`src/rtl/pcie_phy_pkg.sv`:
```
// rtl/pcie_phy_pkg.sv - shared PCIe PHY symbols, width codes and helpers
package pcie_phy_pkg;

  localparam logic [7:0] STP = 8'hFB;
  localparam logic [7:0] SDP = 8'h5C;
  localparam logic [7:0] END = 8'hFD;
  localparam logic [7:0] EDB = 8'hFE;
  localparam logic [7:0] COM = 8'hBC;
  localparam logic [7:0] SKP = 8'h1C;
  localparam logic [7:0] IDL = 8'h7C;
  localparam logic [7:0] PAD = 8'hF7;

  typedef enum logic [1:0] {
    X1 = 2'd0,
    X2 = 2'd1,
    X4 = 2'd2,
    X8 = 2'd3
  } width_code_e;

  function automatic logic is_pkt_end(input logic [7:0] d, input logic dk);
    return dk && ((d == END) || (d == EDB));
  endfunction

endpackage

```
`src/rtl/byte_stripe_lanes_if.sv`:
```
// rtl/byte_stripe_lanes_if.sv - byte stream in, striped lane group out
interface byte_stripe_lanes_if #(
  parameter int NUM_LANES = 4
);

  logic [7:0]             D;
  logic                   DK;
  logic                   D_VALID;
  logic                   FLUSH;
  logic [1:0]             ACTIVE_WIDTH;
  logic [8*NUM_LANES-1:0] LANE;
  logic [NUM_LANES-1:0]   LANE_DK;
  logic                   LANE_VALID;
  logic                   GROUP_PADDED;

  modport master (
    output D, DK, D_VALID, FLUSH, ACTIVE_WIDTH,
    input  LANE, LANE_DK, LANE_VALID, GROUP_PADDED
  );

  modport slave (
    input  D, DK, D_VALID, FLUSH, ACTIVE_WIDTH,
    output LANE, LANE_DK, LANE_VALID, GROUP_PADDED
  );

endinterface

```
`src/rtl/lane_width_decode.sv`:
```
// rtl/lane_width_decode.sv - clamp link width code to a usable lane count
module lane_width_decode
  import pcie_phy_pkg::*;
#(
  parameter int NUM_LANES = 4
) (
  input  logic [1:0] active_width,
  output logic [3:0] lane_count
);

  logic [3:0] full_count;

  always_comb begin
    full_count = 4'd8;
    case (width_code_e'(active_width))
      X1:      full_count = 4'd1;
      X2:      full_count = 4'd2;
      X4:      full_count = 4'd4;
      default: full_count = 4'd8;
    endcase
    lane_count = (full_count > 4'(NUM_LANES)) ? 4'(NUM_LANES) : full_count;
  end

endmodule

```
`src/rtl/byte_stripe_lanes.sv`:
```
// rtl/byte_stripe_lanes.sv - round-robin byte striper with PAD fill of partial groups
module byte_stripe_lanes
  import pcie_phy_pkg::*;
#(
  parameter int         NUM_LANES = 4,
  parameter logic [7:0] PAD_SYM   = PAD
) (
  input logic           CLK,
  input logic           RESET,
  byte_stripe_lanes_if.slave bus
);

  localparam int IW = (NUM_LANES > 1) ? $clog2(NUM_LANES) : 1;

  logic [IW-1:0]          idx_q;
  logic [3:0]             width_q;
  logic [3:0]             width_dec;
  logic [8:0]             stage_q [NUM_LANES];

  logic [3:0]             idx_ext;
  logic [3:0]             fill;
  logic [3:0]             last_idx;
  logic                   done_full;
  logic                   done_end;
  logic                   done_flush;
  logic                   complete;
  logic [8*NUM_LANES-1:0] grp_lane;
  logic [NUM_LANES-1:0]   grp_dk;
  logic [8:0]             sym;

  lane_width_decode #(.NUM_LANES(NUM_LANES)) u_width_decode (
    .active_width (bus.ACTIVE_WIDTH),
    .lane_count   (width_dec)
  );

  // fill is the number of lanes holding real bytes once this cycle's byte lands
  assign idx_ext    = 4'(idx_q);
  assign fill       = idx_ext + {3'b000, bus.D_VALID};
  assign last_idx   = width_q - 4'd1;
  assign done_full  = bus.D_VALID && (idx_ext == last_idx);
  assign done_end   = bus.D_VALID && is_pkt_end(bus.D, bus.DK) && (idx_ext < last_idx);
  assign done_flush = bus.FLUSH && (fill != 4'd0) && !done_full && !done_end;
  assign complete   = done_full || done_end || done_flush;

  always_comb begin
    grp_lane = '0;
    grp_dk   = '0;
    sym      = '0;
    for (int i = 0; i < NUM_LANES; i++) begin
      if (4'(i) >= width_q) begin
        sym = 9'h000;
      end else if (4'(i) < fill) begin
        // the closing byte bypasses the stage so the group emits on its own edge
        sym = (bus.D_VALID && (4'(i) == idx_ext)) ? {bus.DK, bus.D} : stage_q[i];
      end else begin
        sym = {1'b1, PAD_SYM};
      end
      grp_lane[8*i +: 8] = sym[7:0];
      grp_dk[i]          = sym[8];
    end
  end

  always_ff @(posedge CLK) begin
    if (RESET) begin
      idx_q            <= '0;
      width_q          <= width_dec;
      bus.LANE         <= '0;
      bus.LANE_DK      <= '0;
      bus.LANE_VALID   <= 1'b0;
      bus.GROUP_PADDED <= 1'b0;
      for (int i = 0; i < NUM_LANES; i++) begin
        stage_q[i] <= '0;
      end
    end else begin
      bus.LANE_VALID   <= complete;
      bus.GROUP_PADDED <= done_end || done_flush;
      if (bus.D_VALID) begin
        stage_q[idx_q] <= {bus.DK, bus.D};
      end
      if (complete) begin
        idx_q       <= '0;
        bus.LANE    <= grp_lane;
        bus.LANE_DK <= grp_dk;
      end else if (bus.D_VALID) begin
        idx_q <= idx_q + 1'b1;
      end
      // width only follows ACTIVE_WIDTH between groups
      if ((idx_q == '0) && !complete) begin
        width_q <= width_dec;
      end
    end
  end

endmodule

```
`src/flat_wrapper.sv`:
```
// flat-port wrapper written by rule: the top's interface ports become plain ports
module byte_stripe_lanes_flat import pcie_phy_pkg::*;
#(
  parameter int         NUM_LANES = 4,
  parameter logic [7:0] PAD_SYM   = PAD
)
  (CLK, RESET, bus_D, bus_DK, bus_D_VALID, bus_FLUSH, bus_ACTIVE_WIDTH, bus_LANE, bus_LANE_DK, bus_LANE_VALID, bus_GROUP_PADDED);
  byte_stripe_lanes_if #(.NUM_LANES(NUM_LANES)) bus_i ();
  input logic CLK;
  input logic RESET;
  input wire logic [$bits(bus_i.D)-1:0] bus_D;
  input wire logic [$bits(bus_i.DK)-1:0] bus_DK;
  input wire logic [$bits(bus_i.D_VALID)-1:0] bus_D_VALID;
  input wire logic [$bits(bus_i.FLUSH)-1:0] bus_FLUSH;
  input wire logic [$bits(bus_i.ACTIVE_WIDTH)-1:0] bus_ACTIVE_WIDTH;
  output wire logic [$bits(bus_i.LANE)-1:0] bus_LANE;
  output wire logic [$bits(bus_i.LANE_DK)-1:0] bus_LANE_DK;
  output wire logic [$bits(bus_i.LANE_VALID)-1:0] bus_LANE_VALID;
  output wire logic [$bits(bus_i.GROUP_PADDED)-1:0] bus_GROUP_PADDED;
  assign bus_i.D = bus_D;
  assign bus_i.DK = bus_DK;
  assign bus_i.D_VALID = bus_D_VALID;
  assign bus_i.FLUSH = bus_FLUSH;
  assign bus_i.ACTIVE_WIDTH = bus_ACTIVE_WIDTH;
  assign bus_LANE = bus_i.LANE;
  assign bus_LANE_DK = bus_i.LANE_DK;
  assign bus_LANE_VALID = bus_i.LANE_VALID;
  assign bus_GROUP_PADDED = bus_i.GROUP_PADDED;
  byte_stripe_lanes #(.NUM_LANES(NUM_LANES), .PAD_SYM(PAD_SYM)) u_core (.CLK(CLK), .RESET(RESET), .bus(bus_i));
endmodule
```
`config.mk`:
```
export PLATFORM = sky130hd
export DESIGN_NAME = byte_stripe_lanes_flat
export DESIGN_NICKNAME = d
export VERILOG_FILES = /design/src/rtl/pcie_phy_pkg.sv /design/src/rtl/byte_stripe_lanes_if.sv /design/src/rtl/lane_width_decode.sv /design/src/rtl/byte_stripe_lanes.sv /design/src/flat_wrapper.sv
export SDC_FILE = /design/constraint.sdc
export NUM_CORES = 1
export LEC_CHECK = 0
export CAP_MARGIN = 20
export CORE_MARGIN = 2
export CORE_UTILIZATION = 55
export DETAILED_ROUTE_END_ITERATION = 10
export GPL_ROUTABILITY_DRIVEN = 0
export PLACE_DENSITY = 0.8
export SYNTH_ARGS = -nofsm -noshare
export SYNTH_HDL_FRONTEND = slang
export SYNTH_SLANG_ARGS = --single-unit
```
`constraint.sdc`:
```
create_clock -name CLK -period 2.8 [get_ports CLK]
set_input_delay 0.56 -clock CLK [delete_from_list [all_inputs] [get_ports CLK]]
set_output_delay 0.56 -clock CLK [all_outputs]
set_load 0.02 [all_outputs]
```
==> flow_metrics.env <==
export IMPL_status="finished, final reports clean"
export IMPL_dp_cells=532
export IMPL_htree_levels=3
export IMPL_yosys_warnings=0
export IMPL_dp_hpwl_mm=6.08
export IMPL_yosysTopAreaCellShare=0.290
export IMPL_worstSetupPathType="primary input to flip-flop"
export IMPL_final_setup_viol_count=0
export IMPL_synth_compound_area_frac=0.0664
export IMPL_finalPower_mw=3.09
export IMPL_synthArstFlopShare=0
export IMPL_numCtsBuffers=9
export IMPL_drc=0
export IMPL_setup_ws_ns=0.272
export IMPL_drive_above_1_share=0.176
export IMPL_synth_mux_area_frac=0.143
export IMPL_rows=31
export IMPL_final_util=0.685
export IMPL_synth_adder_area_share=0.0423
export IMPL_cp_max_fo=7
export IMPL_drt_pass1_iter_count=5
export IMPL_post_cts_resized=0
export IMPL_totalWireLength_mm=8.80
export IMPL_synth_top_cells_by_count="nand2_1 (61), dfxtp_1 (40), edfxtp_1 (40)"
export IMPL_wl_per_cell_microns=16.1
export IMPL_synth_cell_types=38
export IMPL_clock_skew_final_ns=0.00829
export IMPL_fin_crit_sh=0.903
export IMPL_synthTopCellsByArea="edfxtp_1 (29%), dfxtp_1 (19%), mux2_4 (8.7%)"
export IMPL_worst_endpoint_required_ns=3.04
export IMPL_end_kind="flip-flop"
export IMPL_die_height_microns=90.8
export IMPL_overflow=0
export IMPL_synth_top_family_by_area="simple AND/OR/NAND/NOR gates"
export IMPL_power_density_nw_per_um2=619
export IMPL_synthSimpleGateAreaFrac=0.215
export IMPL_critPathArrivalTime_ns=2.77
export IMPL_rsz0062_at_grt="no"
export IMPL_start_kind="primary input"
export IMPL_hold_slack_ns=0.479
export IMPL_stdcell_count=548
export IMPL_synth_xor_area_frac=0.00423
export IMPL_postCtsSetupBuffers=0
export IMPL_max_freq_mhz=396
export IMPL_via_count=2940
export IMPL_grt_max_degree=27
export IMPL_vdd_ir_drop_max_mv=0.333
export IMPL_cts_tree="yes"
export IMPL_cts_hold_buf=0
export IMPL_io_buffers=52
export IMPL_start_util=0.568
export IMPL_synth_main_ff_cell="edfxtp_1"
export IMPL_cts_root_buf="clkbuf_8"
export IMPL_grt_pass1_vias=2924
export IMPL_worstSkewPairLatency_ns=0.35
export IMPL_yosysSeqAreaShare=0.483
export IMPL_fin_tns_setup_ns=0
export IMPL_synth_top_area_cell="edfxtp_1"
export IMPL_leakagePower_nw=2.07
export IMPL_slew_headroom=0.566
export IMPL_grt_antenna_before_repair=0
export IMPL_grt_pass1_wl_mm=14.5
export IMPL_gr_usage_all_layers=0.223
export IMPL_core_area_sq_um=7290
export IMPL_synth_area_sq_um=4140
export IMPL_cts_buffer_depth=2
export IMPL_maxCapViolCount=0
export IMPL_pre_cts_slack_ns=-0.0647
export IMPL_viasPerCell=5.36
export IMPL_die_area_sq_um=8240
export IMPL_nFillCells=585
export IMPL_post_synth_top_count_cell="nand2_1"
export IMPL_slew_violations=0
export IMPL_ios=53
export IMPL_die_w_microns=90.8
export IMPL_final_area_sq_um=4990
export IMPL_place_area_sq_um=4790
export IMPL_final_min_clock_period_ns=2.53
export IMPL_cts_clk_slew_worst_paths_ns=0.08
export IMPL_synth_avg_cell_area_sq_um=10.7
export IMPL_drtAntennaViolNets=0
export IMPL_worstMarginPinSlew_ns=0.651
export IMPL_syn_instance_count=387
export IMPL_clock_sinks=80
export IMPL_synth_enable_flop_cells=40
export IMPL_area_growth_pct=20.6
export IMPL_drt_iter0_drc=150
export IMPL_layout_nets=473
export IMPL_hp_class="flip-flop to flip-flop"
export IMPL_final_hold_viol_count=0
export IMPL_ys_ff_latch=80
export IMPL_antenna_cells=0
export IMPL_syn_nets=416
==> layout by cell type (no fill, tap or decap), types with 2 or more instances in the layout <==
master,synthesis,layout
nor2_1,5,5
or3_1,2,2
nand2b_1,14,14
a31oi_1,25,25
edfxtp_1,40,40
clkdlybuf4s50_1,0,52
clkinv_4,0,3
mux2i_1,14,14
or2_2,4,4
o21ai_0,9,9
a21o_1,4,4
xnor2_1,2,2
nand3_1,3,3
mux2_4,24,24
mux2_2,8,8
clkbuf_8,0,10
and2_1,37,37
ha_1,14,14
nor2b_1,26,26
nor3b_2,2,2
a21oi_1,6,6
inv_1,6,6
dfxtp_1,40,40
and3b_1,2,2
buf_4,0,20
and3_1,3,2
nand4_1,2,2
nand2_1,61,61
==> worst max-delay path, stage by stage <==
cell and delay [ns]:
clkdlybuf4s50_1 0.49, ha_1 0.19, inv_1 0.05, ha_1 0.29, or3_1 0.34, nand2_1 0.09, and3_2 0.25, buf_4 0.21
mux2_4 0.31
==> area by class of cell <==
cell class	count	area, sq um	area share
clock buffers	11	163	0.0326
clock inverters	5	38.8	0.00777
inverters	6	22.5	0.00451
multi-input cells	274	1950	0.391
flip-flops and latches	80	2000	0.401
well taps	99	124	0.0248
repair buffers	73	691	0.138
==> logic make-up (layout without fill, tap and decap cells) <==
| logic type | after synthesis | count (layout) |
|---|---|---|
| AO/OA/AOI/OAI | 46 | 46 |
| XOR/XNOR | 2 | 2 |
| adder cells (fa/ha/maj) | 14 | 14 |
| buffers and inverters | 33 | 95 |
| flip-flops | 80 | 80 |
| multiplexers | 46 | 46 |
| other | 1 | 1 |
| AND/OR/NAND/NOR | 165 | 165 |
==> metal layers <==
metal | wire length, microns | vias to the layer above | global-route usage
li1 | - | 1437 | -
met5 | 0 | - | 0
met3 | 431 | 11 | 0.0409
met4 | 82 | 0 | 0.0720
met1 | 3990 | 1403 | 0.300
met2 | 4300 | 89 | 0.366
==> final timing paths <==
kind | from | slack, ns | endpoint | depth (start not counted)
max reg2reg | u_core.idx_q[0]$_SDFFE_PP0P_ | 0.41 | u_core.bus.LANE[4]$_SDFFE_PP0P_ | 8
min reg2reg | u_core.bus.LANE[19]$_SDFFE_PP0P_ | 0.48 | u_core.bus.LANE[19]$_SDFFE_PP0P_ | 2
min | u_core.bus.LANE[19]$_SDFFE_PP0P_ | 0.48 | u_core.bus.LANE[19]$_SDFFE_PP0P_ | 2
max | bus_D_VALID | 0.27 | u_core.bus.LANE[4]$_SDFFE_PP0P_ | 9
==> report_power, final <==
part / total, mW / internal [mW] / switching, mW
clock network: 0.840 / 0.403 / 0.437
logic: 0.829 / 0.419 / 0.410
registers: 1.42 / 1.36 / 0.0607
total: 3.09 / 2.18 / 0.907
==> registers in the layout, summed over array words and instances, names as in the netlist <==
register / flops
u_core.stage_q: 36
u_core.idx_q: 2
u_core.bus.LANE_DK: 4
u_core.width_q: 4
u_core.bus.LANE: 32
u_core.bus.GROUP_PADDED: 1
u_core.bus.LANE_VALID: 1
(Power assumes the default switching activity.)
